## config.mk

```make
export PLATFORM = sky130hd
export DESIGN_NAME = regfile_mp
export DESIGN_NICKNAME = d
export VERILOG_FILES = /design/src/rtl/regfile_pkg.sv /design/src/rtl/regfile_scoreboard.sv /design/src/rtl/regfile_mp.sv
export SDC_FILE = /design/constraint.sdc
export NUM_CORES = 2
export LEC_CHECK = 0
export CAP_MARGIN = 20
export CORE_ASPECT_RATIO = 1.4
export CORE_UTILIZATION = 65
export CTS_BUF_LIST = sky130_fd_sc_hd__clkbuf_4 sky130_fd_sc_hd__clkbuf_8 sky130_fd_sc_hd__clkbuf_16
export CTS_CLUSTER_SIZE = 40
export DETAILED_ROUTE_END_ITERATION = 10
export GPL_ROUTABILITY_DRIVEN = 0
export GPL_TIMING_DRIVEN = 0
export PLACE_DENSITY = 0.84
export SETUP_SLACK_MARGIN = 0.2
export SLEW_MARGIN = 5
export SYNTH_ARGS = -nofsm -noshare
export SYNTH_HDL_FRONTEND = slang
export SYNTH_SLANG_ARGS = --single-unit
```

## constraint.sdc

```tcl
create_clock -name clk -period 8.22 [get_ports clk]
set_clock_uncertainty 0.05 [all_clocks]
set_input_delay 1.644 -clock clk [delete_from_list [all_inputs] [get_ports clk]]
set_output_delay 1.644 -clock clk [all_outputs]
set_load 0.01 [all_outputs]
```

## src/rtl/regfile_pkg.sv

```systemverilog
// Shared constants and types for the multi-ported register file and its scoreboard.
package regfile_pkg;

    localparam int DEF_DATA_W = 32;
    localparam int DEF_ADDR_W = 5;
    localparam int DEF_NR     = 2;
    localparam int DEF_NW     = 1;

    typedef logic [DEF_ADDR_W-1:0] reg_addr_t;

endpackage

```

## src/rtl/regfile_scoreboard.sv

```systemverilog
// Pending-write scoreboard: issue marks a register busy, any enabled write to it clears it.
module regfile_scoreboard
    import regfile_pkg::*;
#(
    parameter int ADDR_W   = DEF_ADDR_W,
    parameter int NW       = DEF_NW,
    parameter int ZERO_REG = 1
) (
    input  logic                     clk,
    input  logic                     rst_n,
    input  logic                     sb_set,
    input  logic [ADDR_W-1:0]        sb_addr,
    input  logic [NW-1:0]            wr_en,
    input  logic [NW*ADDR_W-1:0]     wr_addr,
    output logic [(1<<ADDR_W)-1:0]   busy_vec
);

    logic [(1<<ADDR_W)-1:0] busy_next;

    // Clears are applied first so an issue to the same register in the same cycle wins.
    always_comb begin
        busy_next = busy_vec;
        for (int k = 0; k < NW; k++) begin
            if (wr_en[k]) begin
                busy_next[wr_addr[k*ADDR_W +: ADDR_W]] = 1'b0;
            end
        end
        if (sb_set && !(ZERO_REG != 0 && sb_addr == '0)) begin
            busy_next[sb_addr] = 1'b1;
        end
    end

    always_ff @(posedge clk or negedge rst_n) begin
        if (!rst_n) begin
            busy_vec <= '0;
        end else begin
            busy_vec <= busy_next;
        end
    end

endmodule

```

## src/rtl/regfile_mp.sv

```systemverilog
// Multi-ported register file with write-to-read bypass, pending-write scoreboard
// and a registered debug tap.
module regfile_mp
    import regfile_pkg::*;
#(
    parameter int DATA_W   = DEF_DATA_W,
    parameter int ADDR_W   = DEF_ADDR_W,
    parameter int NR       = DEF_NR,
    parameter int NW       = DEF_NW,
    parameter int ZERO_REG = 1,
    parameter int INIT_IDX = 1
) (
    input  logic                     clk,
    input  logic                     rst_n,
    input  logic [NR*ADDR_W-1:0]     rd_addr,
    output logic [NR*DATA_W-1:0]     rd_data,
    output logic [NR-1:0]            rd_busy,
    input  logic [NW-1:0]            wr_en,
    input  logic [NW*ADDR_W-1:0]     wr_addr,
    input  logic [NW*DATA_W-1:0]     wr_data,
    input  logic                     sb_set,
    input  logic [ADDR_W-1:0]        sb_addr,
    input  logic [ADDR_W-1:0]        dbg_addr,
    output logic [DATA_W-1:0]        dbg_data,
    output logic [(1<<ADDR_W)-1:0]   busy_vec
);

    localparam int NUM_REGS = 1 << ADDR_W;
    // Lookup ports: the NR read ports plus the debug tap as the last entry.
    localparam int NL = NR + 1;

    logic [DATA_W-1:0] regs      [NUM_REGS];
    logic [ADDR_W-1:0] look_addr [NL];
    logic [DATA_W-1:0] look_data [NL];
    logic [NL-1:0]     look_hit;

    for (genvar i = 0; i < NR; i++) begin : g_rd
        assign look_addr[i]                 = rd_addr[i*ADDR_W +: ADDR_W];
        assign rd_data[i*DATA_W +: DATA_W]  = look_data[i];
        assign rd_busy[i]                   = busy_vec[look_addr[i]] & ~look_hit[i];
    end
    assign look_addr[NR] = dbg_addr;

    // Higher-numbered write ports are scanned last so they win a same-address collision.
    always_comb begin
        look_data = '{default: '0};
        look_hit  = '0;
        for (int j = 0; j < NL; j++) begin
            look_data[j] = regs[look_addr[j]];
            for (int k = 0; k < NW; k++) begin
                if (wr_en[k] && wr_addr[k*ADDR_W +: ADDR_W] == look_addr[j]) begin
                    look_data[j] = wr_data[k*DATA_W +: DATA_W];
                    look_hit[j]  = 1'b1;
                end
            end
            if (ZERO_REG != 0 && look_addr[j] == '0) begin
                look_data[j] = '0;
            end
        end
    end

    always_ff @(posedge clk or negedge rst_n) begin
        if (!rst_n) begin
            for (int r = 0; r < NUM_REGS; r++) begin
                regs[r] <= (INIT_IDX != 0 && !(ZERO_REG != 0 && r == 0)) ? DATA_W'(r) : '0;
            end
        end else begin
            for (int k = 0; k < NW; k++) begin
                if (wr_en[k] && !(ZERO_REG != 0 && wr_addr[k*ADDR_W +: ADDR_W] == '0)) begin
                    regs[wr_addr[k*ADDR_W +: ADDR_W]] <= wr_data[k*DATA_W +: DATA_W];
                end
            end
        end
    end

    // The bypassed lookup equals the array contents right after this edge's writes.
    always_ff @(posedge clk or negedge rst_n) begin
        if (!rst_n) begin
            dbg_data <= '0;
        end else begin
            dbg_data <= look_data[NR];
        end
    end

    regfile_scoreboard #(
        .ADDR_W   (ADDR_W),
        .NW       (NW),
        .ZERO_REG (ZERO_REG)
    ) u_scoreboard (
        .clk      (clk),
        .rst_n    (rst_n),
        .sb_set   (sb_set),
        .sb_addr  (sb_addr),
        .wr_en    (wr_en),
        .wr_addr  (wr_addr),
        .busy_vec (busy_vec)
    );

endmodule

```

==> metrics.md, run 1 <==
| Metric | Value |
|---|---|
| Synth unique cells | `73` |
| # rows | `roughly 140` |
| Area share of the largest cell type after synthesis | `0.377` |
| CTS Buffer Depth | `3` |
| Clk sink count | `1088` |
| I/O Pins | `191` |
| DP Worst Slack | `approximately 380 ps` |
| Vias in the first global route | `~60000` |
| Starting density of the core | `0.659` |
| Synth warn | `0` |
| Mapped cell area | `around 67000 um^2` |
| Area contributors post-synth | `dfrtp_1 (38%), mux4_2 (21%), mux2_2 (17%)` |
| PostCTS Resize Cnt | `0` |
| Post-CTS setup buffers | `0` |
| Avg Inst Size Synth | `between 10 and 15 um^2` |
| Largest net degree at the start of global routing | `~180` |
| Ys flop type | `dfrtp_1` |
| First-pass GRT wire length | `about 500 mm` |
| Cts bufs inserted | `106` |
| Die W | `273 um` |
| Die Span Y | `between 300 and 400 um` |
| Hold-fix buffers, CTS | `0` |
| H-tree depth | `3` |
| Run status | `did not finish` |
| CTS root buf | `clkbuf_16` |
| Cells after Synth | `4761` |
| Syn_nets | `around 4800` |
| Gr ovfl total | `12` |
| Synth area leader | `dfrtp_1` |
| Final HPWL DP | `between 200 and 250 mm` |
| EDFF count, synth | `0` |
| Input/output buffers | `179` |
| All-layer global routing usage | `0.709` |
| Register bit total from synthesis | `about 1100` |
| Stopped at | `5_1_grt` |
| First error | `[ERROR GRT-0116] Global routing finished with congestion. Check the congestion regions in the DRC Viewer.` |
| Asr flop ratio synth | `1.00` |
| Post-synthesis sequential area ratio | `0.408` |
metal layers:
layer	GRT overflow	GRT usage
met3	0	0.634
met4	2	0.642
met5	0	0.402
met2	10	0.845
met1	0	0.689
stage by stage:
step                      cell area [um^2]  hold WS (ps)  std cells
after floorplan                      66900           402       4761
after global placement               70400           418       6270
after detailed placement             71300           439       6327
after CTS                            75000           452       6524
logic make-up after synthesis:
family                 synth area share
multiplexers                      0.438
AO/OA/AOI/OAI                    0.0717
flip-flops                        0.408
buffers and inverters            0.0500
AND/OR/NAND/NOR                  0.0301
XOR/XNOR                        0.00196
synthesized netlist by cell type, types with 12 or more instances:
master,n
mux2i_1,294
buf_1,61
nor3_1,35
a221o_1,38
mux4_2,636
o21ai_0,92
mux4_1,21
nor2b_1,35
o211ai_1,31
a21oi_1,62
mux2_1,12
a22oi_1,150
a31oi_1,15
o22ai_1,67
a211oi_1,26
buf_4,109
buf_2,139
dfstp_2,80
a2111oi_0,19
nand3_1,23
buf_6,26
buf_8,14
dfrtp_1,1008
clkbuf_1,249
a22o_1,39
nand2_1,118
nor3b_1,17
nor2_1,126
a221oi_1,52
mux2_2,1008
==> run 2: changes to the inputs <==
Settings changed: CORE_ASPECT_RATIO 1.4 to not set, CORE_UTILIZATION 65 to 40, CTS_BUF_LIST sky130_fd_sc_hd__clkbuf_4 sky130_fd_sc_hd__clkbuf_8 sky130_fd_sc_hd__clkbuf_16 to not set, CTS_CLUSTER_SIZE 40 to not set, PLACE_DENSITY 0.84 to not set, PLACE_DENSITY_LB_ADDON set to 0.15, SETUP_SLACK_MARGIN 0.2 to not set.
==> run 2 against run 1 <==
Effect of this change:
- the flow now finishes, with violations (setup timing)
- synthesized cell count stayed put
- synthesized area stayed put
==> metrics.md, run 2 <==
| Metric | Value |
|---|---|
| Run status | `complete, but fails checks` |
| Failing checks | `setup timing` |
| Area share of the largest cell type after synthesis | `0.377 (unchanged)` |
| Slowest cell on the critical path | `nor3_1` |
| Post-synthesis sequential area ratio | `0.408 (unchanged)` |
| Fill cells | `about 15000` |
| Synth warn | `0 (unchanged)` |
| Crit path DAT | `6690 ps` |
| Final hold vios | `0` |
| P&R area growth vs syn | `15.2%` |
| Crit. End Element | `output pin` |
| Most frequent cells in the layout | `mux2_2 (1008), dfrtp_1 (1008), mux4_2 (636)` |
| Syn_nets | `4822 (unchanged)` |
| Worst path cell trace | `clkdlybuf4s50_1, clkbuf_1, nor3_1, nor3_1, buf_2, o311ai_0, o211ai_1, buf_4, clkdlybuf4s50_1` |
| Input/output buffers | `179 (unchanged)` |
| All-layer global routing usage | `0.434` |
| Post-CTS setup buffers | `0 (unchanged)` |
| Critical path's largest stage delay | `900 ps` |
| Max Cap Viol | `0` |
| Gr ovfl total | `0` |
| # rows | `149 (+8.0%)` |
| Post-synth top cells | `dfrtp_1 (1008), mux2_2 (1008), mux4_2 (636)` |
| Reg-to-reg critical path startpoint | `regs[911]` |
| Mapped cell area | `66900 um^2 (unchanged)` |
| Leakage power | `between 0.03 and 0.04 uW` |
| Placed insts | `7201 (+14%)` |
| Slew @ Worst Pin | `1400 ps` |
| I/O Pins | `191 (unchanged)` |
| Vias in the first global route | `between 50000 and 60000` |
| Routed WL | `371 mm` |
| CP Class | `in2out` |
| H-tree depth | `4 (+1)` |
| Worst vdd ir | `between 0.00015 and 0.0002 V` |
| Layout Nets | `about 5200` |
| RSZ-0062 raised after global routing | `false` |
| HP Class | `reg2reg` |
| Hold-fix buffers, CTS | `0 (unchanged)` |
| Ys flop type | `dfrtp_1` |
| CTS root buf | `clkbuf_16` |
| Area of the multi-input gates | `36300 um^2` |
| CTS Buffer Depth | `3 (unchanged)` |
| Synth unique cells | `73 (unchanged)` |
| PostCTS Resize Cnt | `0 (unchanged)` |
| Required @ worst endpoint | `6530 ps` |
| Min-delay src | `regs[1013]` |
| Top flop regs | `regs x1024, dbg_data x32, u_scoreboard.busy_vec x32` |
| Clock transition at path regs | `60 ps` |
| Pins Over Slew Limit | `0` |
| Pre-antenna DRT Iters | `10` |
| Largest net degree at the start of global routing | `around 170` |
| Final HPWL DP | `269 mm (+14%)` |
| Final number of setup-violating endpoints | `3` |
| Cells after Synth | `4761 (unchanged)` |
| Register name with the most flops | `regs` |
| Clk sink count | `1088 (unchanged)` |
| 1st-iter DRT viols | `about 11000` |
| Worst hold path endpoint | `regs[1013]` |
| Register bit total from synthesis | `1088 (unchanged)` |
| Layout Cells excl Fill | `roughly 7500` |
| DRC | `0` |
| Synth area leader | `dfrtp_1` |
| Share of cells above drive strength 1 | `0.455` |
| Die W | `411 um (+50%)` |
| Starting density of the core | `0.404 (-0.255)` |
| Pwr per Cell Area | `roughly 240 nW/um^2` |
| ANT nets after route | `0` |
| CP startpoint kind | `input port` |
| Setup ws final | `-168 ps` |
| Worst rel slew slack | `0.0683` |
| Fmax | `between 100 and 150 MHz` |
| Max FO, Critical Path | `10` |
| Max FFs per register | `around 1000` |
| Initial antenna violation count | `43` |
| Setup TNS | `-291 ps` |
| Worst-Skew Late Latency | `830 ps` |
| FF+latch area | `between 20000 and 30000 um^2` |
| Core footprint | `166000 um^2` |
| Cts bufs inserted | `131 (+24%)` |
| Asr flop ratio synth | `1.00 (unchanged)` |
| First-pass GRT wire length | `a little under 500 mm` |
| CTS tree | `yes` |
| Area contributors post-synth | `dfrtp_1 (38%), mux4_2 (21%), mux2_2 (17%)` |
| Avg Inst Size Synth | `14.1 um^2 (unchanged)` |
| FF-to-FF path depth | `6` |
| Die Span Y | `411 um (+7.7%)` |
| Worst R2R End | `dbg_data[15]` |
| Drt wl/cell | `49.6 um` |
| Die area | `~170000 um^2` |
| Final Critical Period | `8390 ps` |
| Via count | `approximately 56000` |
| EDFF count, synth | `0 (unchanged)` |
| Worst reg-to-reg setup slack | `about 5300 ps` |
| WHS Path Cells | `1` |
| Final period util | `1.02` |
| Via density | `about 7.5` |
-- run 2: cells by family (layout without fill, tap and decap cells) --
logic type | count (synthesis) | count (layout) | share of synthesized area
compound gates | 657 | 657 | 0.0717
xor+xnor | 15 | 15 | 0.00196
buf+inv | 613 | 1104 | 0.0500
flops | 1088 | 1088 | 0.408
mux | 1972 | 1972 | 0.438
other cells | 0 | 26 | 0
simple gates | 416 | 416 | 0.0301
-- run 2: power breakdown --
part,switching [uW],internal [uW],leakage (uW)
Sequential,1080,6440,0.0137
Combinational,2640,2640,0.0164
Clock,2590,3460,0.00211
-- run 2: per-stage QoR --
stage                     instance area (um^2)  power (uW)  hold slack, ps  worst slack [ps]  utilization
after global placement                   71500       12400             418            -45840        0.432
after detailed placement                 72700       12500             436               370        0.439
after CTS                                77000       18500             449               357        0.465
after floorplan                          66900       10300             402              3080            -
after global routing                     77100       19200             471               240        0.466
final                                    77200       18800             453              -168        0.466
-- run 2: worst max path at each step --
stage / to / cells past startpoint / from
after floorplan: rd_data[58] / 8 / rd_addr[5]
after global placement: regs[839] / 1 / rst_n
after detailed placement: rd_data[26] / 9 / rd_addr[3]
after CTS: rd_data[26] / 9 / rd_addr[3]
after global routing: rd_data[58] / 10 / rd_addr[9]
final: rd_data[26] / 9 / rd_addr[3]
-- run 2: critical path: cells and delay by family --
| kind | cells | cell delay (ps) |
|---|---|---|
| buffers and inverters | 5 | 2720 |
| AO/OA/AOI/OAI | 2 | 980 |
| AND/OR/NAND/NOR | 2 | 1300 |
-- run 2: layout make-up --
class	instances	share of cell area
sequential	1088	0.354
multi-input combinational	3060	0.471
antenna	26	0.000843
buffer	607	0.0438
clock inverter	38	0.00545
clock buffer	194	0.0503
tap	2189	0.0355
inverter	6	0.000292
timing repair buffer	259	0.0391
-- run 2: layer usage --
layer	GRT usage	wire, um	vias to the layer above	part of all wire
met4	0.304	32600	56	0.088
met3	0.273	65000	1534	0.18
li1	-	-	19561	-
met1	0.518	129000	29045	0.35
met5	0.0317	1040	-	0.0028
met2	0.562	143000	5622	0.39
No activity file was read; power rests on OpenSTA's default activity.
